===== config.mk =====
export PLATFORM = sky130hd
export DESIGN_NAME = pc_fetch_unit
export DESIGN_NICKNAME = d
export VERILOG_FILES = /design/src/rtl/pc_fetch_unit.sv
export SDC_FILE = /design/constraint.sdc
export NUM_CORES = 1
export LEC_CHECK = 0
export ABC_AREA = 1
export CAP_MARGIN = 20
export CORE_UTILIZATION = 55
export DETAILED_ROUTE_END_ITERATION = 7
export GPL_TIMING_DRIVEN = 0
export HOLD_SLACK_MARGIN = 0.15
export PLACE_DENSITY = 0.93
export SLEW_MARGIN = 40
export SYNTH_ARGS = -nofsm -noshare
export SYNTH_HDL_FRONTEND = slang
export SYNTH_SLANG_ARGS = --single-unit

===== constraint.sdc =====
create_clock -name clk -period 9.6 [get_ports clk]
set_input_delay 0.96 -clock clk [delete_from_list [all_inputs] [get_ports clk]]
set_output_delay 0.96 -clock clk [all_outputs]
set_load 0.005 [all_outputs]

===== src/rtl/pc_fetch_unit.sv =====
// pc_fetch_unit: single-outstanding instruction fetch.
// Fetches the word at pc, holds it until downstream consumes it, then
// redirects pc sequentially or by the branch offset. A misaligned target
// parks the unit in FAULT until reset.
module pc_fetch_unit #(
  parameter logic [31:0] RESET_PC = 32'h0000_0000
) (
  input  logic        clk,
  input  logic        rst,
  input  logic        stall,
  input  logic        jump,
  input  logic [31:0] offset,
  output logic        imem_req,
  output logic [31:0] imem_addr,
  input  logic        imem_ready,
  input  logic [31:0] imem_rdata,
  output logic [31:0] inst,
  output logic [31:0] inst_pc,
  output logic        inst_valid,
  output logic        fault,
  output logic [31:0] retired
);

  typedef enum logic [1:0] {IDLE, FETCH, HOLD, FAULT} state_t;

  state_t      state, state_nxt;
  logic [31:0] pc;
  logic [31:0] next_pc;
  logic        take;     // fetch response accepted this cycle
  logic        consume;  // held instruction leaves this cycle
  logic        misalign;

  assign take     = (state == FETCH) && imem_ready;
  assign consume  = (state == HOLD) && !stall;
  // jump/offset only matter in the consume cycle; elsewhere next_pc is unused
  assign next_pc  = jump ? (inst_pc + offset) : (inst_pc + 32'd4);
  assign misalign = (next_pc[1:0] != 2'b00);

  // request is a pure decode of state so reset drops it immediately
  assign imem_req  = (state == FETCH);
  assign imem_addr = pc;

  // state register
  always_ff @(posedge clk or posedge rst) begin
    if (rst) state <= IDLE;
    else     state <= state_nxt;
  end

  // next-state decode
  always_comb begin
    state_nxt = state;
    case (state)
      IDLE:    state_nxt = FETCH;
      FETCH:   if (take) state_nxt = HOLD;
      HOLD:    if (consume) state_nxt = misalign ? FAULT : FETCH;
      FAULT:   state_nxt = FAULT;
      default: state_nxt = IDLE;
    endcase
  end

  // datapath: capture fetched word, redirect pc, count retirements
  always_ff @(posedge clk or posedge rst) begin
    if (rst) begin
      pc         <= RESET_PC;
      inst       <= '0;
      inst_pc    <= '0;
      inst_valid <= 1'b0;
      fault      <= 1'b0;
      retired    <= '0;
    end else begin
      if (take) begin
        inst       <= imem_rdata;
        inst_pc    <= pc;
        inst_valid <= 1'b1;
      end
      if (consume) begin
        inst_valid <= 1'b0;
        retired    <= retired + 32'd1;
        if (misalign) fault <= 1'b1;
        else          pc    <= next_pc;
      end
    end
  end

endmodule


==> run metrics, run 1 <==
initial antenna violation count 0; CTS tree yes; total congestion overflow 0; maximum buffer depth of the clock tree 2; Clk Latency, worst-skew pair 420 ps; die height 127 um; PostCTS Resize Cnt 0; post-detailed-route wirelength per cell 17.9 um; top cell type by total area after synthesis dfrtp_1; reg2reg start inst_pc[0]; clock-pin slew on the worst setup and hold paths 60 ps; fraction of layout instances using a drive strength above 1 8.20%; CTS root buf clkbuf_16; Core Region 15200 um^2; most instantiated cells after synthesis nand2_1 (334), inv_1 (144), dfrtp_1 (132), nor2_1 (111), a21oi_1 (82); total die area 16000 um^2; CTS Buf Count 17; synthesized flop and latch total 132; layout net count 1456; status finished, final reports clean; I/O Pins 200; Synthesis Warnings 0; vias per cell 5.65; GRT Util Overall 35.1%; DR vias 8777; met1 Use GR 44.8%; most numerous cell in the Yosys netlist nand2_1; Worst Path Arrival 3600 ps; final setup fails 0; average cell area after synthesis 7.53 um^2; Critical Path Sink imem_addr[30]; Placed Cells 1522; period utilization 34.3%; hold_ws 482 ps; Util after Layout 75.2%; routability congestion estimate 0.956; Pins Over Slew Limit 0; Reg-to-Reg End imem_addr[30]; Die X-Extent 127 um; reg-to-reg setup timing slack 6870 ps; Starting Density 56.2%; ys flop type dfrtp_1; Mapped Area 8540 um^2; DR iter-0 viols 762; largest net degree at the start of global routing 71; HPWL after detailed placement 21.0 mm; crit end category flop; fin area 11400 um^2; CP Data Required Time 9900 ps; CP Max Fanout 10; Setup WS pre-CTS 5980 ps; reg2reg path depth 10; Post-synth EDFFs 0; Lkg Pwr 5.84 nW; met3 global-route usage 6.83%; most used routing layer met2; Synth cell types 42; synthesized netlist cell count 1134; maximum capacitance violations 0; Yosys top cell area share 38.7%; DRC viols 0; # rows 45; Pwr Density 197 nW/um^2; Clock Sinks 132; Crit. Startpoint offset[0]; largest cells by area after synthesis dfrtp_1 (39%), nand2_1 (15%), inv_1 (6.3%); Slew headroom 51.9%; clk_skew 9.05 ps; met2 GRT Util 58.0%; Post-DP Area 10800 um^2; final std cells w/o fill 1554; Hold Fails Final Rpt 0; Crit Path Class input pin to flop; ANT nets after route 0; antenna cells 0; H-tree depth 4; number of global-route vias before repair 8295; Detailed Route WL 27.8 mm; post-synthesis sequential area ratio 38.7%; maximum VDD drop 0.175 mV; area grow syn2layout 33.8%; worst-margin pin slew 721 ps; Pwr Total 2.25 mW; RSZ-0062 raised after global routing no; drt pass-1 iters 6; max frequency 303 MHz; Tmin final 3300 ps; Setup Fix Bufs, Post-CTS 0; syn nets 1237; HP Class flop to flop; setup TNS 0 ps; ys async rst share 100%; Port Buffers 199; fin worst setup slack 6300 ps; first-pass GRT wire length 43.0 mm; startpoint types input pin; # hold bufs at CTS 0
## registers in the layout, indices dropped and copies added (netlist names)
register	count
retired	32
inst	32
fault	1
inst_pc	32
inst_valid	1
state	2
imem_addr	32
## cell usage in the layout (no fill, tap or decap), drive strengths merged, types with 4 or more instances in the layout
| cell | Yosys | routed |
|---|---|---|
| nand2 | 337 | 337 |
| clkdlybuf4s50 | 0 | 199 |
| inv | 147 | 148 |
| dfrtp | 132 | 132 |
| nor2 | 118 | 118 |
| a21oi | 82 | 82 |
| nand3 | 59 | 59 |
| mux2 | 47 | 47 |
| xor2 | 39 | 39 |
| ha | 33 | 33 |
| o21ai | 29 | 29 |
| clkbuf | 8 | 28 |
| nor3 | 21 | 21 |
| nand4 | 18 | 18 |
| nand3b | 12 | 12 |
| buf | 11 | 12 |
| xnor2 | 11 | 11 |
| clkinv | 1 | 7 |
| o21bai | 5 | 5 |
| bufinv | 0 | 4 |
## cells by family (layout without fill, tap and decap cells)
| family | count (synthesis) | after routing | share of synthesized area [%] |
|---|---|---|---|
| compound gates | 127 | 127 | 7.86 |
| xor+xnor | 50 | 50 | 5.13 |
| fa+ha+maj | 34 | 34 | 5.07 |
| buf+inv | 167 | 399 | 7.51 |
| flops | 132 | 132 | 38.7 |
| mux | 47 | 47 | 6.20 |
| simple gates | 577 | 577 | 29.6 |
## power by group
group          leakage [nW]  internal, mW  total, mW  switching [mW]
clock network         0.304         0.442      0.691           0.249
logic                  3.88         0.377      0.780           0.403
registers              1.65         0.656      0.781           0.125
## layer usage
layer	vias up	routed length, um
li1	4096	-
met1	4102	11000
met2	484	13300
met3	95	2330
met4	0	1090
met5	-	0
## worst min-delay path by stage
stage | start | endpoint | cells past startpoint
after floorplan | inst_valid | inst_valid | 2
after global routing | fault | fault | 1
after detailed placement | fault | fault | 1
final | retired[31] | retired[31] | 1
after CTS | retired[31] | retired[31] | 1
after global placement | inst_valid | inst_valid | 2
## area by class of cell
cell class                      instances  area [um^2]
Multi-Input combinational cell        835         4600
Tap cell                              188          235
Sequential cell                       132         3300
Clock buffer                           20          447
Timing Repair Buffer                  200         2020
Inverter                              148          564
Clock inverter                         12          178
Fill cell                            1145         3770
Buffer                                 19         85.1
## critical path, stage by stage
cell and delay [ps]:
clkdlybuf4s50_1 460, ha_1 240, fa_1 440, or3_1 350, nand2_1 140, inv_2 70
nor2_4 210, inv_2 150, buf_2 240, a21oi_1 210, a21oi_1 110
No activity file was read; power rests on OpenSTA's default activity.
==> run 2, diff against run 1 <==
--- a/config.mk
+++ b/config.mk
@@ -7,11 +7,11 @@
 export LEC_CHECK = 0
 export ABC_AREA = 1
 export CAP_MARGIN = 20
-export CORE_UTILIZATION = 55
+export CORE_UTILIZATION = 51
 export DETAILED_ROUTE_END_ITERATION = 7
 export GPL_TIMING_DRIVEN = 0
 export HOLD_SLACK_MARGIN = 0.15
-export PLACE_DENSITY = 0.93
+export PLACE_DENSITY = 0.87
 export SLEW_MARGIN = 40
 export SYNTH_ARGS = -nofsm -noshare
 export SYNTH_HDL_FRONTEND = slang
==> constraint.sdc (replaced) <==
create_clock -name clk -period 3.2 [get_ports clk]
set_input_delay 0.32 -clock clk [delete_from_list [all_inputs] [get_ports clk]]
set_output_delay 0.32 -clock clk [all_outputs]
set_load 0.005 [all_outputs]
==> run 2 against run 1 <==
Routed wire length decreased by 1.4%; critical path depth decreased by 1; sequential power increased to 3.0 times the previous value; first-iteration DRC count increased by 7.5%; combinational power increased to 3.0 times the previous value; register-to-register slack got worse by 6300 ps; largest power group is now combinational cells; highest routed layer unchanged.
==> run metrics, run 2 (synthesized netlist as in run 1, its figures left out) <==
DRC viols 0; met3 global-route usage 6.44%; I/O Pins 200; area grow syn2layout 35.2%; CP Data Required Time 3500 ps; Die X-Extent 131 um; total congestion overflow 0; Crit Path Class flop to flop; drt pass-1 iters 8; post-detailed-route wirelength per cell 17.2 um; vias per cell 5.40; clk_skew 6.33 ps; largest net degree at the start of global routing 27; die height 131 um; Core Region 16100 um^2; Pins Over Slew Limit 0; HP Class input pin to async pin; HPWL after detailed placement 21.1 mm; RSZ-0062 raised after global routing no; antenna cells 0; Port Buffers 199; DR iter-0 viols 819; Worst Path Arrival 2930 ps; Lkg Pwr 5.86 nW; final setup fails 0; Clk Latency, worst-skew pair 420 ps; Slew headroom 52.7%; period utilization 82.2%; maximum buffer depth of the clock tree 2; # rows 46; fraction of layout instances using a drive strength above 1 8.54%; ANT nets after route 0; met2 GRT Util 52.4%; maximum capacitance violations 0; most used routing layer met2; CP Max Fanout 10; Starting Density 53.0%; GRT Util Overall 32.5%; CTS Buf Count 17; Setup Fix Bufs, Post-CTS 0; met1 Use GR 42.8%; clock-pin slew on the worst setup and hold paths 60 ps; initial antenna violation count 0; first-pass GRT wire length 43.7 mm; most frequent cells in the layout nand2_1 (334), clkdlybuf4s50_1 (199), inv_1 (143), dfrtp_1 (132), nor2_1 (111); # hold bufs at CTS 0; number of global-route vias before repair 8281; CTS tree yes; maximum VDD drop 0.479 mV; CTS root buf clkbuf_16; H-tree depth 4; startpoint types flop; DR vias 8571; max frequency 380 MHz; routability congestion estimate 0.946; commonest non-fill, non-tap cell in the layout nand2_1; PostCTS Resize Cnt 0; setup TNS 0 ps; Detailed Route WL 27.4 mm; Clock Sinks 132; Tmin final 2630 ps; status finished, final reports clean; Util after Layout 71.7%; Pwr Density 587 nW/um^2; Hold Fails Final Rpt 0; layout net count 1460; crit end category flop; worst-margin pin slew 709 ps; fillers 1327; total die area 17300 um^2
## run 2: cell count changes in the layout (fill, tap and decap cells not counted), sizes merged
cell	delta
inv	-1
clkinv	-3
clkinvlp	+4
buf	+4
## run 2: stage by stage
stage	instances	worst slack, ps	hold WS [ps]	power (mW)	cell area [um^2]
after floorplan	1134	982	465	3.47	8550
after global placement	1549	89.0	455	4.58	10800
after detailed placement	1554	227	468	4.66	10900
after CTS	1586	569	240	6.78	11600
after global routing	1586	392	268	7.14	11600
final	1586	571	245	6.79	11600
## run 2: report_power, final
part	internal (mW)	total [mW]	switching, mW	leakage, nW
sequential	1.97	2.33	0.361	1.65
combinational	1.14	2.35	1.21	3.91
clock	1.35	2.11	0.765	0.299
total	4.45	6.79	2.33	5.86
## run 2: final cells by class
class                   count  area (um^2)  share of cell area [%]
multi-input cells         835         4600                    39.8
flip-flops and latches    132         3300                    28.6
clock buffers              20          457                    3.95
repair buffers            204         2100                    18.2
inverters                 148          561                    4.85
plain buffers              19         85.1                   0.737
well taps                 216          270                    2.34
clock inverters            12          178                    1.54
## run 2: worst max-delay path, stage by stage, from the launching register on
cell     delay, ps
dfrtp_1        410
ha_1           250
fa_1           440
or3_1          350
nand2_1        140
inv_2           70
nor2_4         210
inv_2          140
buf_2          240
a21oi_1        160
a21oi_1         90
## run 2: path summary, 6_finish.rpt
| check | slack (ps) | cells after the start | start | endpoint |
|---|---|---|---|---|
| min in group clk | 480 | 2 | inst_valid | inst_valid |
| worst min register to register | 480 | 2 | inst_valid | inst_valid |
| worst max register to register | 570 | 10 | inst_pc[0] | imem_addr[22] |
| worst min-delay path | 250 | 2 | rst | inst[2] |
| worst max-delay path | 570 | 10 | inst_pc[0] | imem_addr[22] |
| max in group asynchronous | 2310 | 4 | rst | inst_pc[5] |
## run 2: layer usage
layer	part of all wire [%]	wire length [um]
met5	0	0
met4	3.3	913
met1	41	11300
met3	8.5	2320
met2	47	12900
